===== src/rtl/mult_div_unit.sv =====
// mult_div_unit: iterative multiply/divide unit with architectural HI/LO registers.
// Handles MULT, MULTU, DIV, DIVU (WIDTH-cycle shift-add / restoring divide,
// followed by one sign-fix cycle) and the single-cycle MTHI/MTLO moves.
//
// Ports:
//   clk, rst_n     rising-edge clock, asynchronous active-low reset
//   start, flush   op request (taken only when idle), cancel of an in-flight op
//   op             000 MULT, 001 MULTU, 010 DIV, 011 DIVU, 100 MTHI, 101 MTLO, 11x no-op
//   op_a, op_b     rs / rt operand values
//   busy, done     op in progress / one-cycle HI/LO update pulse
//   div_by_zero    sticky zero-divisor flag, cleared by the next accepted mult/div
//   hi, lo         HI / LO registers
module mult_div_unit #(
    parameter int unsigned WIDTH = 32
) (
    input  logic             clk,
    input  logic             rst_n,
    input  logic             start,
    input  logic             flush,
    input  logic [2:0]       op,
    input  logic [WIDTH-1:0] op_a,
    input  logic [WIDTH-1:0] op_b,
    output logic             busy,
    output logic             done,
    output logic             div_by_zero,
    output logic [WIDTH-1:0] hi,
    output logic [WIDTH-1:0] lo
);

    localparam int unsigned CW = $clog2(WIDTH);
    localparam int unsigned AW = 2 * WIDTH;

    typedef enum logic [1:0] {IDLE, CALC, FIX} state_t;

    state_t           state;
    logic [CW-1:0]    cnt;
    logic [AW-1:0]    acc;      // mult: {partial product, multiplier}; div: {remainder, dividend/quotient}
    logic [WIDTH-1:0] opnd;     // multiplicand or divisor magnitude
    logic             is_div;
    logic             neg_q;    // product / quotient must be negated
    logic             neg_r;    // remainder must be negated
    logic             dz;       // divisor was zero

    logic             signed_op;
    logic             a_neg;
    logic             b_neg;
    logic [WIDTH-1:0] a_mag;
    logic [WIDTH-1:0] b_mag;
    logic [WIDTH:0]   mul_sum;
    logic [WIDTH+1:0] div_trial;
    logic [AW-1:0]    acc_step;
    logic [AW-1:0]    prod_fix;
    logic [WIDTH-1:0] quo_fix;
    logic [WIDTH-1:0] rem_fix;

    // Operand magnitudes, one iteration step, and final sign correction.
    always_comb begin
        signed_op = ~op[0];
        a_neg     = signed_op & op_a[WIDTH-1];
        b_neg     = signed_op & op_b[WIDTH-1];
        a_mag     = a_neg ? WIDTH'(-op_a) : op_a;
        b_mag     = b_neg ? WIDTH'(-op_b) : op_b;

        mul_sum   = {1'b0, acc[AW-1:WIDTH]} + (acc[0] ? {1'b0, opnd} : '0);
        // Trial subtract of the divisor from {remainder, next dividend bit}; MSB set means borrow.
        div_trial = {1'b0, acc[AW-1:WIDTH-1]} - {2'b00, opnd};

        if (is_div) begin
            acc_step = div_trial[WIDTH+1] ? {acc[AW-2:0], 1'b0}
                                          : {div_trial[WIDTH-1:0], acc[WIDTH-2:0], 1'b1};
        end else begin
            acc_step = {mul_sum, acc[WIDTH-1:1]};
        end

        prod_fix = neg_q ? AW'(-acc) : acc;
        quo_fix  = neg_q ? WIDTH'(-acc[WIDTH-1:0]) : acc[WIDTH-1:0];
        rem_fix  = neg_r ? WIDTH'(-acc[AW-1:WIDTH]) : acc[AW-1:WIDTH];
    end

    // Control FSM and datapath registers.
    always_ff @(posedge clk or negedge rst_n) begin
        if (!rst_n) begin
            state       <= IDLE;
            cnt         <= '0;
            acc         <= '0;
            opnd        <= '0;
            is_div      <= 1'b0;
            neg_q       <= 1'b0;
            neg_r       <= 1'b0;
            dz          <= 1'b0;
            busy        <= 1'b0;
            done        <= 1'b0;
            div_by_zero <= 1'b0;
            hi          <= '0;
            lo          <= '0;
        end else begin
            done <= 1'b0;
            case (state)
                IDLE: begin
                    if (start && !flush) begin
                        if (!op[2]) begin
                            state       <= CALC;
                            busy        <= 1'b1;
                            cnt         <= '0;
                            div_by_zero <= 1'b0;
                            is_div      <= op[1];
                            neg_q       <= a_neg ^ b_neg;
                            dz          <= op[1] && (op_b == '0);
                            if (op[1]) begin
                                acc   <= {{WIDTH{1'b0}}, a_mag};
                                opnd  <= b_mag;
                                neg_r <= a_neg;
                            end else begin
                                acc   <= {{WIDTH{1'b0}}, b_mag};
                                opnd  <= a_mag;
                                neg_r <= 1'b0;
                            end
                        end else if (!op[1]) begin
                            if (op[0]) begin
                                lo <= op_a;
                            end else begin
                                hi <= op_a;
                            end
                        end
                    end
                end
                CALC: begin
                    if (flush) begin
                        state <= IDLE;
                        busy  <= 1'b0;
                    end else begin
                        acc <= acc_step;
                        cnt <= CW'(cnt + 1'b1);
                        if (cnt == CW'(WIDTH - 1)) begin
                            state <= FIX;
                        end
                    end
                end
                FIX: begin
                    state <= IDLE;
                    busy  <= 1'b0;
                    if (!flush) begin
                        done        <= 1'b1;
                        div_by_zero <= dz;
                        if (is_div) begin
                            // Zero divisor: remainder path already reproduces op_a; quotient forced to all ones.
                            hi <= rem_fix;
                            lo <= dz ? '1 : quo_fix;
                        end else begin
                            hi <= prod_fix[AW-1:WIDTH];
                            lo <= prod_fix[WIDTH-1:0];
                        end
                    end
                end
                default: begin
                    state <= IDLE;
                    busy  <= 1'b0;
                end
            endcase
        end
    end

endmodule

===== config.mk =====
export PLATFORM = sky130hd
export DESIGN_NAME = mult_div_unit
export DESIGN_NICKNAME = d
export VERILOG_FILES = /design/src/rtl/mult_div_unit.sv
export SDC_FILE = /design/constraint.sdc
export NUM_CORES = 1
export LEC_CHECK = 0
export CAP_MARGIN = 20
export CELL_PAD_IN_SITES_DETAIL_PLACEMENT = 0
export CELL_PAD_IN_SITES_GLOBAL_PLACEMENT = 2
export CORE_MARGIN = 3
export CORE_UTILIZATION = 32
export CTS_BUF_LIST = sky130_fd_sc_hd__clkbuf_8
export CTS_CLUSTER_SIZE = 8
export DETAILED_ROUTE_END_ITERATION = 10
export GPL_TIMING_DRIVEN = 0
export HOLD_SLACK_MARGIN = 0.08
export PLACE_DENSITY = 0.77
export SYNTH_ARGS = -nofsm -noshare
export SYNTH_HDL_FRONTEND = slang
export SYNTH_SLANG_ARGS = --single-unit

===== constraint.sdc =====
create_clock -name clk -period 3.9 [get_ports clk]
set_input_delay 1.17 -clock clk [delete_from_list [all_inputs] [get_ports clk]]
set_output_delay 1.17 -clock clk [all_outputs]
set_load 0.01 [all_outputs]

======== After elaboration in Yosys (flattened, before gate mapping) ========
Index checks and enable logic that the tools add are counted.
word-level totals
  input port bits ......................... 71
  register bits ........................... 174
  word-level logic and storage cells ...... 102
cells by class
  equal/unequal tests ..................... 13
  add/sub/neg operators ................... 8
  reductions and logical operators ........ 14
  muxes and demuxes ....................... 49
  bitwise gates (word level) .............. 5
operators by type and width
  kind                                          number
  two-way mux 32 bit                            20
  two-way mux 64 bit                            6
  negation 32 bit                               4
  case mux 32 bit (2 select lines)              2
  case mux 64 bit (2 select lines)              1
  negation 64 bit                               1
  subtractor 33 x 32 -> 34 bit                  1
  adder 32 x 32 -> 33 bit                       1
  logical NOT 32 bit                            1
  != test 2 bit (second input constant)         9
  two-way mux 5 bit                             3
  AND reduction 6 bit                           2
  case mux 5 bit (2 select lines)               1
  two-way mux 1 bit                             9
  AND reduction 3 bit                           3
  two-way mux 2 bit                             4
  AND reduction 4 bit                           2
  adder 5 x 1 -> 5 bit (second input constant)  1
  equality test 5 bit (second input constant)   1
  case mux 1 bit (2 select lines)               2
  case mux 2 bit (2 select lines)               1
  nonzero test 2 bit                            2
  != test 3 bit (second input constant)         1
  bitwise AND 1 bit                             2
  other kinds (7)                               9

======== Logic depth before layout (Yosys ltp) ========
Gate-level depths: netlist (run 1).
  depth after elaboration ................. 7
  mapped depth ............................ 15
  gate-level depth less buffers ........... 14

======== Worst setup path after synthesis (run 1) ========
Ideal clock, no wire load.
  path kind ............................... register to register
  from .................................... register acc[0]
  to ...................................... register hi[22]
  cell stages (with the launch flop) ...... 15
  path slack .............................. 110 ps
  arrival ................................. 3,658 ps
  path through ............................ dfrtp_1 > inv_1 > clkbuf_1 > ha_1 > or4b_1 > or3_1 > or4_4 > or4_4 > o41ai_4 > buf_6 > o21ai_2 > xnor2_1 > nor2_1 > a21oi_1 > o21ai_1
on the way
  cells in the longest elaborated chain, start to end .. 5
ends and longest elaborated chain
  what                              RTL line  text
  start, declared                   37        logic [AW-1:0] acc;
  start signal, assigned            110       acc <= {{WIDTH{1'b0}}, a_mag};
  start signal, assigned            114       acc <= {{WIDTH{1'b0}}, b_mag};
  start signal, assigned            132       acc <= acc_step;
  negation 64 bit                   75        prod_fix = neg_q ? AW'(-acc) : acc;
  two-way mux 64 bit                75
  two-way mux 32 bit                145       if (is_div) begin
  two-way mux 32 bit                142       if (!flush) begin
  case mux 32 bit (2 select lines)  98        case (state)
  end signal, assigned              122       hi <= op_a;
  end signal, assigned              147       hi <= rem_fix;
  end signal, assigned              150       hi <= prod_fix[AW-1:WIDTH];
  end, declared                     26        output logic [WIDTH-1:0] hi,
No other way between the ends. The select of a mux whose other input is x is not followed.
A chain may end at the register's enable or synchronous reset.

======== Worst setup path after layout (run 1) ========
  from .................................... register acc[0]
  to ...................................... register hi[28]
The elaborated chain is that of the path after synthesis.

==> summary.md, run 1 <==
| Metric | Value |
|---|---|
| Layer with the highest usage | `met2` |
| N_diodes | `0` |
| Crit path required time | `4.33 ns` |
| Initial core utilization | `0.3245` |
| Syn_area_per_cell | `7.748 um^2` |
| Hold Fails Final Rpt | `0` |
| Finished Core Util | `0.3908` |
| GRT Util Overall | `0.2606` |
| CTS H-Tree Depth | `4` |
| PwrDens | `626.0 nW/um^2` |
| Fin. max-slew vios | `0` |
| Nature of the critical path endpoint | `flip-flop` |
| Top cells by area, synth | `dfrtp_1, o21ai_0, xnor2_1, ha_1, a21oi_1` |
| Internal power | `5545 uW` |
| Worst min path class | `flip-flop to flip-flop` |
| Cells after Synth | `1905` |
| Ys Warns | `0` |
| Share of the synthesized area in the top cell type | `0.2950` |
| Clock skew | `0.01966 ns` |
| Worst-margin pin slew | `1.233 ns` |
| Die Area | `48740 um^2` |
| M1 GR Usage | `0.3688` |
| Drt first-iter violations | `1330` |
| Mapped Nets | `2048` |
| Status | `finished, final reports clean` |
| Worst hold margin | `0.4833 ns` |
| Worst-path clk slew | `0.11 ns` |
| Pre-Repair DR Iteration Count | `6` |
| EDFF count, synth | `0` |
| Die Height | `220.8 um` |
| Power, Total | `11130 uW` |
| Post-synth top area cell | `dfrtp_1` |
| DP HPWL | `50930 um` |
| # nets final | `2218` |
| Area Growth Syn to Fin | `20.43%` |
| Total wire length | `64480 um` |
| Fmax | `258.2 MHz` |
| Number of setup violations in the final report | `0` |
| First-pass GRT wire length | `94470 um` |
| Register-to-Register Setup Slack | `0.03 ns` |
| Sequential area share after synthesis | `0.2950` |
| Clk buf depth | `2` |
| Maximum VDD drop | `0.0002381 V` |
| FFs w/ async S/R, synth | `1.000` |
| Clk Tree Root Cell | `clkbuf_8` |
| Antenna violations before repair | `0` |
| Yosys cell types | `70` |
| Largest net degree at the start of global routing | `112` |
| Dpl ws | `-1.066 ns` |
| Die boundary width | `220.8 um` |
| Final WS setup | `0.02680 ns` |
| Total gr overflow | `0` |
| Cell row count | `78` |
| Sw power | `5582 uW` |
| Top FF cell, synth | `dfrtp_1` |
| Max Cap Violations | `0` |
| Worst Path Arrival | `4.31 ns` |
| Synth Register Bits | `174` |
| Core area | `45480 um^2` |
| Worst-case reg-to-reg path depth | `14` |
| Vias in the first global route | `14.60k` |
| M3 GR Usage | `0.03062` |
| Clock share of power | `0.122` |
| Commonest cells after routing, fill and taps aside | `nand2_1, nor2_1, o21ai_0` |
| Routed vias | `15.17k` |
| Fraction of power consumed by sequential logic | `0.272` |
| Sw frac | `0.5017` |
| Cts bufs inserted | `17` |
| Skew-Pair Late Insertion Delay | `0.53 ns` |
| Placer Congestion | `0.9277` |
| ANT nets after route | `0` |
| CP startpoint | `acc[0]$_DFFE_PN0P_` |
| Post-DR wirelength/cell | `23.99 um` |
| Worst r2r src | `acc[0]$_DFFE_PN0P_` |
| Ports | `138` |
| Slew HR | `0.1695` |
| Min Clock Period, post-route | `3.873 ns` |
| Vias per cell | `5.644` |
| Post-route DRC | `0` |
| Share of layout cells above drive strength 1 | `0.07040` |
| Hold Buf Count CTS | `0` |
| CP max FO | `8` |
| TNS Setup | `0 ns` |
| Port bufs | `132` |
| RSZ-0062 raised after global routing | `yes` |
| Critical R2R Capture | `hi[28]$_DFFE_PN0P_` |
| Mapped Area | `14760 um^2` |
| Startpoint Class | `flip-flop` |
| Crit share post-route | `0.9931` |
| Met2 Track Usage GR | `0.4053` |
| Comb power frac | `0.606` |
| Worst Hold Depth | `2` |
| Clock sink count | `174` |
| CTS tree | `yes` |
| Leak | `0.007518 uW` |
| Commonest non-fill, non-tap cell in the layout | `nand2_1` |
| Crit path kind | `flip-flop to flip-flop` |
| CP endpoint | `hi[28]$_DFFE_PN0P_` |
## worst max-delay path, cell delays in order, from the launching register on
cell and delay [ns]:
dfrtp_2 0.44, inv_4 0.08, buf_8 0.12, ha_4 0.13, or4b_4 0.47, or3_4 0.41, or4_4 0.44, or4_4 0.54
o41ai_4 0.23, buf_6 0.19, buf_8 0.13, buf_4 0.12, o21ai_2 0.06, xnor2_1 0.14, a211oi_1 0.25
## power by group through the flow
stage / clock (uW) / combinational [uW] / sequential [uW]
floorplan: 0 / 4410 / 2780
global placement: 0 / 6390 / 3030
detailed placement: 0 / 6430 / 3030
CTS: 1370 / 6560 / 2990
global route: 1440 / 7420 / 3080
finish: 1350 / 6740 / 3030
## metrics by stage
step,cell area (um^2),instances
final,17770,2688
after global routing,17770,2688
after CTS,17460,2677
after detailed placement,16860,2638
after global placement,16830,2637
after floorplan,14760,1905
## how the worst min path moves through the flow
stage | to | from | slack [ns]
2_1_floorplan | opnd[17]$_DFFE_PN0P_ | opnd[17]$_DFFE_PN0P_ | 0.45
3_3_place_gp | lo[10]$_DFFE_PN0P_ | lo[10]$_DFFE_PN0P_ | 0.47
3_5_place_dp | lo[21]$_DFFE_PN0P_ | lo[21]$_DFFE_PN0P_ | 0.47
4_1_cts | lo[27]$_DFFE_PN0P_ | lo[27]$_DFFE_PN0P_ | 0.49
5_1_grt | lo[21]$_DFFE_PN0P_ | lo[21]$_DFFE_PN0P_ | 0.51
6_report | lo[2]$_DFFE_PN0P_ | lo[2]$_DFFE_PN0P_ | 0.48
## cells in the mapped netlist, types with 11 or more instances
library cell,count
nor2_1,194
nor2b_1,18
ha_1,70
nand2b_1,23
o41ai_1,12
xnor2_1,113
and3_1,15
a22oi_1,17
nand3_1,16
inv_1,58
mux2i_1,70
a31oi_1,25
xor2_1,54
nor3_1,39
nor4_1,21
o21ai_0,198
buf_1,17
clkbuf_1,93
o21a_1,11
o21ai_1,16
dfrtp_1,174
o22ai_1,40
o211ai_1,11
o31ai_1,19
nand2_1,221
a21o_1,34
a21oi_1,173
or4_1,13
## metal layers
layer	share of wire	wire, um
met5	0	0
met4	0.040	2567
met3	0.055	3570
met2	0.44	28340
met1	0.47	30000
## sequential cells by signal, indices dropped and copies added (netlist names)
name and flops:
lo 32, cnt 5, dz 1, state 2, opnd 32, neg_r 1, div_by_zero 1, acc 64
hi 32, neg_q 1, done 1, busy 1, is_div 1
## layout make-up
type                            instances  area (um^2)
Sequential cell                       174         4357
Fill cell                            4823        27700
Tap cell                              600        750.7
Inverter                               60        227.7
Clock inverter                         14        135.1
Multi-Input combinational cell       1552        10030
Buffer                                116        484.2
Timing Repair Buffer                  154         1544
Clock buffer                           18        247.7
## what timing repair did
item,4_1_cts,5_1_grt
pin swaps,7,22
gates cloned,0,1
endpoints found under the setup margin,71,55
endpoints found under the hold margin,0,0
resized for setup,48,46
buffers inserted,7,13
## kinds of logic (layout without fill, tap and decap cells)
group,count (synthesis),after routing,share of synthesized area
buffers and inverters,179,362,0.04671
flip-flops,174,174,0.2950
multiplexers,77,77,0.05281
adder cells (fa/ha/maj),72,72,0.06206
AND/OR/NAND/NOR,609,609,0.1884
AO/OA/AOI/OAI,627,627,0.2559
XOR/XNOR,167,167,0.09910
No activity file was read; power rests on OpenSTA's default activity.
==> run 2, diff against run 1 <==
CAP_MARGIN = 5   (was 20)
==> results of run 2 <==
The final DEF is identical to that of run 1; final timing and power are the same.
